**config.mk**
```make
export PLATFORM = sky130hd
export DESIGN_NAME = au_sched
export DESIGN_NICKNAME = d
export VERILOG_FILES = /design/src/rtl/au_sched.sv
export SDC_FILE = /design/constraint.sdc
export NUM_CORES = 1
export LEC_CHECK = 0
export ABC_AREA = 0
export ABC_CLOCK_PERIOD_IN_PS = 9820
export CAP_MARGIN = 20
export CORE_ASPECT_RATIO = 1.4
export CORE_UTILIZATION = 58
export DETAILED_ROUTE_END_ITERATION = 8
export GPL_TIMING_DRIVEN = 0
export HOLD_SLACK_MARGIN = 0.06
export PLACE_DENSITY_LB_ADDON = 0.25
export SYNTH_ARGS = -nofsm -noshare
export SYNTH_HDL_FRONTEND = slang
export SYNTH_SLANG_ARGS = --single-unit
```
**constraint.sdc**
```tcl
create_clock -name clk -period 9.82 [get_ports clk]
set_clock_uncertainty 0.2 [all_clocks]
set_input_delay 1.473 -clock clk [delete_from_list [all_inputs] [get_ports clk]]
set_output_delay 1.473 -clock clk [all_outputs]
set_load 0.05 [all_outputs]
```
**src/rtl/au_sched.sv**
```systemverilog
// ---------------------------------------------------------------------------
// au_sched -- shares one W-bit arithmetic unit (add, sub, mul, div with
// remainder) between two requesters. A round-robin arbiter in IDLE picks one
// request. Add/sub/mul finish at the acceptance edge. Divide runs as a
// restoring divider that produces one quotient bit per edge. One response
// at a time is returned on a valid/ready channel, tagged with the requester ID.
//
// Handshake rule, both channels: a transfer happens on a rising clock edge
// where valid and ready are both high. A requester must hold its operands
// and op stable while valid=1 and ready=0. The response channel holds rsp_*
// stable while rsp_valid=1 and rsp_ready=0.
//
// Ports:
//   clk, rst                     clock, asynchronous active-high reset
//   reqN_valid/ready/a/b/op      requester N (N=0,1) operation channel
//   rsp_valid/ready              response channel handshake
//   rsp_id, rsp_op               issuing requester and op code
//   rsp_res, rsp_rem             result and remainder (2*W bits)
//   busy                         high whenever the FSM is not in IDLE
//   state_dbg                    current FSM state (IDLE=0, DIV=1, RESP=2)
//
// Optional build macro AU_SCHED_STATS_EN adds these outputs:
//   stat_cnt0, stat_cnt1 (16b)   completed responses per requester, wrapping
//   stat_dz (8b)                 saturating count of divide-by-zero ops
// ---------------------------------------------------------------------------
module au_sched #(
   parameter int W = 4
) (
   input  logic             clk,
   input  logic             rst,
   input  logic             req0_valid,
   output logic             req0_ready,
   input  logic [W-1:0]     req0_a,
   input  logic [W-1:0]     req0_b,
   input  logic [1:0]       req0_op,
   input  logic             req1_valid,
   output logic             req1_ready,
   input  logic [W-1:0]     req1_a,
   input  logic [W-1:0]     req1_b,
   input  logic [1:0]       req1_op,
   output logic             rsp_valid,
   input  logic             rsp_ready,
   output logic             rsp_id,
   output logic [1:0]       rsp_op,
   output logic [2*W-1:0]   rsp_res,
   output logic [2*W-1:0]   rsp_rem,
   output logic             busy,
   output logic [1:0]       state_dbg
`ifdef AU_SCHED_STATS_EN
   ,
   output logic [15:0]      stat_cnt0,
   output logic [15:0]      stat_cnt1,
   output logic [7:0]       stat_dz
`endif
);

   localparam logic [1:0] OP_ADD = 2'd0;
   localparam logic [1:0] OP_SUB = 2'd1;
   localparam logic [1:0] OP_MUL = 2'd2;
   localparam logic [1:0] OP_DIV = 2'd3;
   localparam int         CW     = $clog2(W + 1);
   localparam logic [CW-1:0] CNT_ONE = CW'(1);

   typedef enum logic [1:0] {
      IDLE = 2'd0,
      DIV  = 2'd1,
      RESP = 2'd2
   } state_t;

   state_t          state, state_nxt;
   logic            ptr;
   logic            any_valid, grant, accept;
   logic [W-1:0]    sel_a, sel_b;
   logic [1:0]      sel_op;

   logic [W-1:0]    div_q, div_dvs, div_rem;
   logic            div_dz;
   logic [CW-1:0]   div_cnt;

   logic [W-1:0]    s_q, s_dvs, s_rem;
   logic [W:0]      trial, diff;
   logic            step_ge;
   logic [W-1:0]    step_q, step_rem;

   // Arbitration: one valid requester wins outright; when both are valid the
   // pointer decides. Ready is forced low while reset is asserted.
   assign any_valid  = req0_valid | req1_valid;
   assign grant      = (req0_valid & req1_valid) ? ptr : req1_valid;
   assign req0_ready = (state == IDLE) & ~rst & any_valid & ~grant;
   assign req1_ready = (state == IDLE) & ~rst & any_valid & grant;
   assign accept     = req0_ready | req1_ready;

   assign sel_a  = grant ? req1_a  : req0_a;
   assign sel_b  = grant ? req1_b  : req0_b;
   assign sel_op = grant ? req1_op : req0_op;

   assign rsp_valid = (state == RESP);
   assign busy      = (state != IDLE);
   assign state_dbg = state;

   // One restoring-division step. The first iteration is folded into the
   // acceptance edge: in IDLE the step is fed straight from the incoming
   // operands with a zero partial remainder. That way the quotient is
   // complete W edges after acceptance, not W+1.
   always_comb begin
      s_q   = div_q;
      s_dvs = div_dvs;
      s_rem = div_rem;
      if (state == IDLE) begin
         s_q   = sel_a;
         s_dvs = sel_b;
         s_rem = '0;
      end
      trial    = {s_rem, s_q[W-1]};
      diff     = trial - {1'b0, s_dvs};
      step_ge  = (trial >= {1'b0, s_dvs});
      step_rem = step_ge ? diff[W-1:0] : trial[W-1:0];
      step_q   = {s_q[W-2:0], step_ge};
   end

   always_comb begin
      state_nxt = state;
      case (state)
         IDLE:    if (accept) state_nxt = (sel_op == OP_DIV) ? DIV : RESP;
         DIV:     if (div_cnt == CNT_ONE) state_nxt = RESP;
         RESP:    if (rsp_ready) state_nxt = IDLE;
         default: state_nxt = IDLE;
      endcase
   end

   always_ff @(posedge clk or posedge rst) begin
      if (rst) state <= IDLE;
      else     state <= state_nxt;
   end

   always_ff @(posedge clk or posedge rst) begin
      if (rst) begin
         ptr     <= 1'b0;
         rsp_id  <= 1'b0;
         rsp_op  <= 2'd0;
         rsp_res <= '0;
         rsp_rem <= '0;
         div_q   <= '0;
         div_dvs <= '0;
         div_rem <= '0;
         div_dz  <= 1'b0;
         div_cnt <= '0;
      end else begin
         case (state)
            IDLE: begin
               if (accept) begin
                  ptr    <= ~grant;
                  rsp_id <= grant;
                  rsp_op <= sel_op;
                  case (sel_op)
                     OP_ADD: begin
                        rsp_res <= {{W{1'b0}}, sel_a} + {{W{1'b0}}, sel_b};
                        rsp_rem <= '0;
                     end
                     OP_SUB: begin
                        rsp_res <= {{W{1'b0}}, sel_a} - {{W{1'b0}}, sel_b};
                        rsp_rem <= '0;
                     end
                     OP_MUL: begin
                        rsp_res <= {{W{1'b0}}, sel_a} * {{W{1'b0}}, sel_b};
                        rsp_rem <= '0;
                     end
                     default: begin
                        div_q   <= step_q;
                        div_rem <= step_rem;
                        div_dvs <= sel_b;
                        div_dz  <= (sel_b == '0);
                        div_cnt <= CW'(W - 1);
                     end
                  endcase
               end
            end
            DIV: begin
               div_q   <= step_q;
               div_rem <= step_rem;
               div_cnt <= div_cnt - CNT_ONE;
               if (div_cnt == CNT_ONE) begin
                  // A zero divisor makes every trial subtraction succeed,
                  // so the remainder ends up equal to the dividend. Only the
                  // quotient needs overriding, to all ones across 2*W bits.
                  rsp_res <= div_dz ? {2*W{1'b1}} : {{W{1'b0}}, step_q};
                  rsp_rem <= {{W{1'b0}}, step_rem};
               end
            end
            default: ;
         endcase
      end
   end

`ifdef AU_SCHED_STATS_EN
   always_ff @(posedge clk or posedge rst) begin
      if (rst) begin
         stat_cnt0 <= '0;
         stat_cnt1 <= '0;
         stat_dz   <= '0;
      end else begin
         if ((state == RESP) && rsp_ready) begin
            if (rsp_id) stat_cnt1 <= stat_cnt1 + 16'd1;
            else        stat_cnt0 <= stat_cnt0 + 16'd1;
         end
         if (accept && (sel_op == OP_DIV) && (sel_b == '0) && (stat_dz != 8'hFF))
            stat_dz <= stat_dz + 8'd1;
      end
   end
`endif

endmodule
```
==> results.md, run 1 <==
* Switching power at just over 600 uW
* CP Class: primary input to register
* Cell Int Power at between 500 and 600 uW
* Clock net sink count at 34
* Crit path max fanout at 10
* Slowest cell delay on critical path at ~600 ps
* DIE HEIGHT at around 85 um
* Ant diodes at 0
* Initial Util at around 60%
* Die W at about 61 um
* Crit path DAT at between 6000 and 7000 ps
* Critical path endpoint category: register
* Placed cell count at 415
* Cell-by-cell trace of the critical path: clkdlybuf4s50_1, nand2b_4, nand2_8, mux2i_1, inv_1, ha_1, ha_1, fa_1, inv_1, fa_1, inv_1, a21oi_1, or4b_1, o311a_1, mux2_4
* Clock Pin Slew Worst Setup and Hold Paths at 70 ps
* Cell mode on critical path: inv_1
* Setup TNS Final at 0 ps
* Tightest Pin Transition at ~700 ps
* Ports at 50
* Gate Count Post-Synth at 305
* Min Tclk post-route at 6067 ps
* Netlist cell types at 59
* Fin cells at roughly 420
* Vias at roughly 2400
* Fmax at around 160 MHz
* LEAKAGE at roughly 0.0017 uW
* R2R cell count at 14
* Critical Path RT at 9790 ps
* Sequential power share at 21.3%
* Post-CTS resize count at 0
* Combinational share of power at a little over two thirds
* Dominant synthesized flop cell: dfrtp_1
* Peak supply drop at ~0.00020 V
* Drt initial violations at between 100 and 150
* CTS Hold Bufs at 0
* Setup Viol. Count Final at 0
* Final nets at 421
* Crit start category: primary input
* Synth area leaders: dfrtp_1, ha_1, fa_1
* Top cell type's share of synthesized area at about 30%
* Reg2reg setup slack at just over 5000 ps
* Synth area leader: dfrtp_1
* Layout cell share with drive strength beyond 1 at 9.972%
* Post-DRT Antenna Nets at 0
* Post-synthesis sequential area ratio at just under 30%
* Core outline area at 4644 um^2
* Clock network fraction of total power at 9.1%
* Crit-path slowest cell: clkdlybuf4s50_1
* CTS Root Cell: clkbuf_8
* CTS tree: built
* Fillers at around 370
* Ys Warns at 0
* Via/cell ratio at 5.766
* Placer congestion estimate at roughly 0.93
* Pre-antenna DRT Iters at 4
* Avg Inst Size Synth at 9.382 um^2
* Synth top cells by count: dfrtp_1, nor2_1, ha_1
* Port bufs at 44
* Async SR Flop Fraction at 100.0%
* #FFs+latches synth at 34
* RSZ-0062 raised after global routing: false
* Worst skew pair latency at 290 ps
* RR Startpoint: ptr$_DFFE_PP0P_
* Post-Route WL at ~7.0 mm
* Slew Viols, Final at 0
* Top-count cell post-synth: dfrtp_1
* Critical path endpoint: rsp_res[3]$_DFFE_PP0P_
* Setup Buffers After CTS at 0
* Htree depth at 2
* Row cnt at 29
* Final Hold Viols at 0
* Worst hold path type: register to register
* Relative slew slack at between 50% and 60%
* Die area at roughly 5200 um^2
* Min-Delay Path Depth at 2
* DP HPWL at between 5 and 6 mm
* Largest net degree at the start of global routing at 23
* Initial antenna violation count at 0
* Power per cell area at around 350 nW/um^2
* Total gr overflow at 0
* Outcome: finished clean
* DR WL/cell at roughly 17 um
* Number of global-route vias before repair at 2558
* Post-Syn Area at around 2900 um^2
* DRC at 0
* Total CTS buffers at 5
* Number of synthesized flops with an enable pin at 0
* Worst reg2reg endpoint: rsp_res[3]$_DFFE_PP0P_
* Worst Setup SP: req0_valid
* Net Sw Frac at between 50% and 60%
* First-pass GRT wire length at 11.63 mm
* Max Cap Violations at 0
* Total GRT Usage at a little under a third
* Syn-to-layout area delta at 22.78%
* Crit share post-route at slightly above 60%
* Clock Path Buffers at 2
-- power by group through the flow --
stage,Combinational (uW),Clock (uW),Sequential (uW)
after CTS,845,111,258
after detailed placement,842,0,260
after global placement,817,0,257
final,845,110,259
after floorplan,505,0,365
after global routing,927,118,265
-- metal layers --
metal / track usage, % / vias up / routed length (um)
met1: 32.74 / 1179 / 2582
met3: 5.793 / 22 / 242
met2: 53.36 / 64 / 3897
met5: 0 / - / 0
met4: 16.16 / 0 / 296
li1: - / 1174 / -
-- cell type report --
class	count	area (um^2)	area share (%)
multi-input cells	235	1833	52.17
flip-flops and latches	34	850.8	24.22
repair buffers	45	467.9	13.32
inverters	27	101.3	2.885
plain buffers	12	87.58	2.493
clock buffers	6	82.58	2.350
well taps	62	77.57	2.208
clock inverters	2	12.51	0.3561
-- stage by stage --
step	hold slack [ps]	power (uW)	setup slack, ps	utilization [%]	cell area [um^2]
after global placement	261.5	1073	3569	73.01	3391
final	282.4	1213	3753	75.65	3513
after global routing	312.1	1310	3486	75.65	3513
after floorplan	240.9	870.5	4704	-	2873
after detailed placement	270.1	1101	3498	73.60	3418
after CTS	286.1	1215	3787	75.65	3513
-- flip-flops by register name, summed over array words and instances (netlist names) --
signal     flops
ptr            1
rsp_id         1
div_cnt        3
div_rem        4
rsp_op         2
div_dvs        4
state_dbg      2
rsp_res        8
div_dz         1
rsp_rem        4
div_q          4
-- logic make-up after synthesis --
group                    Yosys count  share of synthesized area (%)
AND/OR/NAND/NOR                   89                          15.70
AO/OA/AOI/OAI                     75                          17.84
buffers and inverters             39                          6.603
adder cells (fa/ha/maj)           36                          17.58
flip-flops                        34                          29.73
multiplexers                      25                          10.58
XOR/XNOR                           6                          1.837
other                              1                         0.1311
-- placed cells by master (no fill, tap or decap), types with 3 or more instances in the layout --
cell	synthesis	layout
clkbuf_1	5	5
nand2b_1	4	4
nor2_1	33	33
o31a_1	3	3
a21oi_1	15	15
fa_1	7	7
conb_1	1	4
mux2i_1	13	13
mux2_2	4	4
dfrtp_1	34	34
o21ai_0	19	19
clkbuf_8	2	8
xor2_1	3	3
a22oi_1	3	3
xnor2_1	3	3
nand2_1	22	22
a21o_1	5	5
o21a_1	4	4
mux2_4	7	7
nor3_1	7	7
inv_1	25	25
nor2b_1	7	7
ha_1	29	29
a211oi_1	4	4
clkdlybuf4s50_1	0	44
buf_4	4	4
-- worst min path at each step --
stage,startpoint,end,slack (ps)
after global placement,div_dvs[1]$_DFFE_PP0P_,div_dvs[1]$_DFFE_PP0P_,260
after floorplan,div_q[3]$_DFFE_PP0P_,div_q[3]$_DFFE_PP0P_,240
after global routing,rsp_id$_DFFE_PP0P_,rsp_id$_DFFE_PP0P_,310
after CTS,rsp_op[1]$_DFFE_PP0P_,rsp_op[1]$_DFFE_PP0P_,290
final,rsp_op[1]$_DFFE_PP0P_,rsp_op[1]$_DFFE_PP0P_,280
after detailed placement,rsp_op[1]$_DFFE_PP0P_,rsp_op[1]$_DFFE_PP0P_,270
-- worst max-delay path, delay by kind of cell --
kind,cells,cell delay (ps)
adder cells (fa/ha/maj),4,1660
buffers and inverters,4,1020
multiplexers,2,860
AND/OR/NAND/NOR,3,700
AO/OA/AOI/OAI,2,320
(Power assumes the default switching activity.)
==> run 2: changes to the inputs <==
ABC_CLOCK_PERIOD_IN_PS = 5050   (was 9820)
CORE_UTILIZATION = 49   (was 58)
clock period = 5.05 ns   (was 9.82 ns; I/O delays follow)
==> results.md, run 2 (same netlist as run 1, synthesis figures left out) <==
* Die W at 66.59 um (was 61.37 um)
* DIE HEIGHT at 92.42 um (was 85.11 um)
* Worst skew pair latency at 290 ps (about the same)
* Core outline area at 5565 um^2 (was 4644 um^2)
* CTS Hold Bufs at 0 (unchanged)
* First-pass GRT wire length at 11.82 mm (was 11.63 mm)
* Cell-by-cell trace of the critical path: clkdlybuf4s50_1, nand2b_4, nand2_8, mux2i_4, inv_1, nand2_1, fa_1, inv_1, fa_1, inv_1, fa_1, inv_1, a21oi_1, or4b_1, o311a_1, mux2_4 (was clkdlybuf4s50_1, nand2b_4, nand2_8, mux2i_1, inv_1, ha_1, ha_1, fa_1, inv_1, fa_1, inv_1, a21oi_1, or4b_1, o311a_1, mux2_4)
* Relative slew slack at 55.26% (was 50.85%)
* Commonest non-fill, non-tap cell in the layout: clkdlybuf4s50_1 (unchanged)
* Row cnt at 32 (was 29)
* Min-Delay Path Depth at 1 (was 2)
* Number of global-route vias before repair at 2538 (was 2558)
* Total gr overflow at 0 (unchanged)
* Critical Path RT at 5020 ps (was 9790 ps)
* Final core occ at 64.95% (was 75.65%)
* Met2 GRT Util at 43.94% (was 53.36%)
* DRC at 0 (unchanged)
* Clock Pin Slew Worst Setup and Hold Paths at 80 ps (was 70 ps)
* Power per cell area at 677.6 nW/um^2 (was 345.4 nW/um^2)
* Critical path endpoint category: register (unchanged)
* Fin cells at 431 (was 423)
* RSZ-0062 raised after global routing: false (unchanged)
* Final Hold Viols at 0 (unchanged)
* Initial Util at 51.42% (was 61.61%)
* CTS Root Cell: clkbuf_8 (unchanged)
* Vias at 2440 (was 2439)
* Crit share post-route at approximately 96%
* Crit start category: primary input (unchanged)
* Largest net degree at the start of global routing at 22 (was 23)
* Total CTS buffers at 5 (unchanged)
* Syn-to-layout area delta at 26.32% (was 22.78%)
* Crit-path slowest cell: fa_1 (was clkdlybuf4s50_1)
* Placed cell count at 421 (was 415)
* CTS tree: built (unchanged)
* Ports at 50 (unchanged)
* Levels on crit path at 16 (was 15)
* Max reg flops at 8 (unchanged)
* Crit path DAT at 4820 ps (was 6040 ps)
* M3 GR Usage at 4.187% (was 5.793%)
* R2R cell count at 15 (was 14)
* Top reg by flops: rsp_res (unchanged)
* Peak supply drop at 0.0003640 V (was 0.0001960 V)
* LEAKAGE at 0.001699 uW (was 0.001679 uW)
* Worst reg2reg endpoint: rsp_res[3]$_DFFE_PP0P_ (unchanged)
* Layout cell share with drive strength beyond 1 at 12.12% (was 9.972%)
* Drt initial violations at 180 (was 131)
* DR WL/cell at 15.85 um (was 16.59 um)
* Pre-antenna DRT Iters at 4 (unchanged)
* Crit path max fanout at 10 (unchanged)
* Slowest cell delay on critical path at 570 ps (was 600 ps)
* Outcome: finished clean (unchanged)
* Setup Viol. Count Final at 0 (unchanged)
* Worst hold path type: register to register (unchanged)
* Initial antenna violation count at 0 (unchanged)
* Commonest cells after routing, fill and taps aside: clkdlybuf4s50_1, dfrtp_1, nor2_1, ha_1, inv_1 (unchanged)
* CP Class: primary input to register (unchanged)
* Clock Path Buffers at 2 (unchanged)
* Final nets at 423 (was 421)
* Fmax at about 210 MHz
* Post-Route WL at 6.830 mm (was 7.018 mm)
* Total GRT Usage at 25.27% (was 30.29%)
* Max Cap Violations at 0 (unchanged)
* Post-DRT Antenna Nets at 0 (unchanged)
* Slew Viols, Final at 0 (unchanged)
* WP buf/inv at 5 (was 4)
* Clock net sink count at 34 (unchanged)
* DP HPWL at 5.398 mm (was 5.628 mm)
* Port bufs at 44 (unchanged)
* Cell mode on critical path: inv_1 (unchanged)
* GRT busiest layer: met2 (unchanged)
* Via/cell ratio at 5.661 (was 5.766)
* Hold endpoint: rsp_id$_DFFE_PP0P_ (was rsp_op[1]$_DFFE_PP0P_)
* Hold_sp: rsp_id$_DFFE_PP0P_ (was rsp_op[1]$_DFFE_PP0P_)
* Min Tclk post-route at about 4800 ps
* Placer congestion estimate at 0.9433 (was 0.9308)
* Die area at 6154 um^2 (was 5223 um^2)
* Delay-heaviest family, CP: adder cells (unchanged)
* Reg2reg setup slack at 790 ps (was 5090 ps)
* Htree depth at 2 (unchanged)
* GRT met1 Usage at 28.53% (was 32.74%)
* Tightest Pin Transition at 670.4 ps (was 716.7 ps)
* Ant diodes at 0 (unchanged)
* RR Startpoint: ptr$_DFFE_PP0P_ (unchanged)
## run 2: worst max-delay path by stage
stage                           from                      to  slack [ps]
after CTS                 req0_valid  rsp_res[3]$_DFFE_PP0P_          70
after detailed placement  req0_valid  rsp_res[3]$_DFFE_PP0P_        -350
after global placement    req0_valid  rsp_res[3]$_DFFE_PP0P_        -350
final                     req0_valid  rsp_res[3]$_DFFE_PP0P_         200
after global routing      req0_valid  rsp_res[3]$_DFFE_PP0P_           6
after floorplan           req1_valid  rsp_res[3]$_DFFE_PP0P_         650
## run 2: metrics by stage
stage | area, um^2 | power, uW | setup slack, ps | setup TNS [ps] | hold WS [ps]
3_5_place_dp | 3426 | 2118 | -345.0 | -345.0 | 273.8
6_report | 3615 | 2449 | 203.9 | 0 | 286.0
3_3_place_gp | 3398 | 2089 | -352.9 | -352.9 | 263.4
2_1_floorplan | 2873 | 1693 | 649.5 | 0 | 240.9
5_1_grt | 3615 | 2627 | 6.242 | 0 | 307.2
4_1_cts | 3571 | 2441 | 71.53 | 0 | 288.7
## run 2: repair_timing
action                                  in CTS  in global routing
endpoints found under the setup margin       1                  1
setup buffers                                0                  2
pin swaps                                    0                  0
gates resized for setup                      2                  6
## run 2: layout make-up
type,count,area (um^2)
Inverter,27,101.3
Buffer,12,87.58
Clock inverter,3,68.82
Multi-Input combinational cell,235,1869
Timing Repair Buffer,47,483.0
Tap cell,68,85.08
Sequential cell,34,850.8
Fill cell,480,1951
Clock buffer,5,68.82
## run 2: where the power goes
part	switching, uW	internal (uW)
registers	99.5	402
clock network	113	198
logic	973	664
## run 2: metal layers
metal / wire length (um) / up-vias / part of all wire [%]
li1: - / 1176 / -
met3: 294 / 28 / 4.3
met2: 3502 / 75 / 51
met5: 0 / - / 0
met1: 2683 / 1161 / 39
met4: 350 / 0 / 5.1
==> run 3: changes to the inputs <==
CTS_CLUSTER_DIAMETER = 120   (was unset)
==> results of run 3 <==
No change in the layout: final DEF, timing and power equal those of run 2.
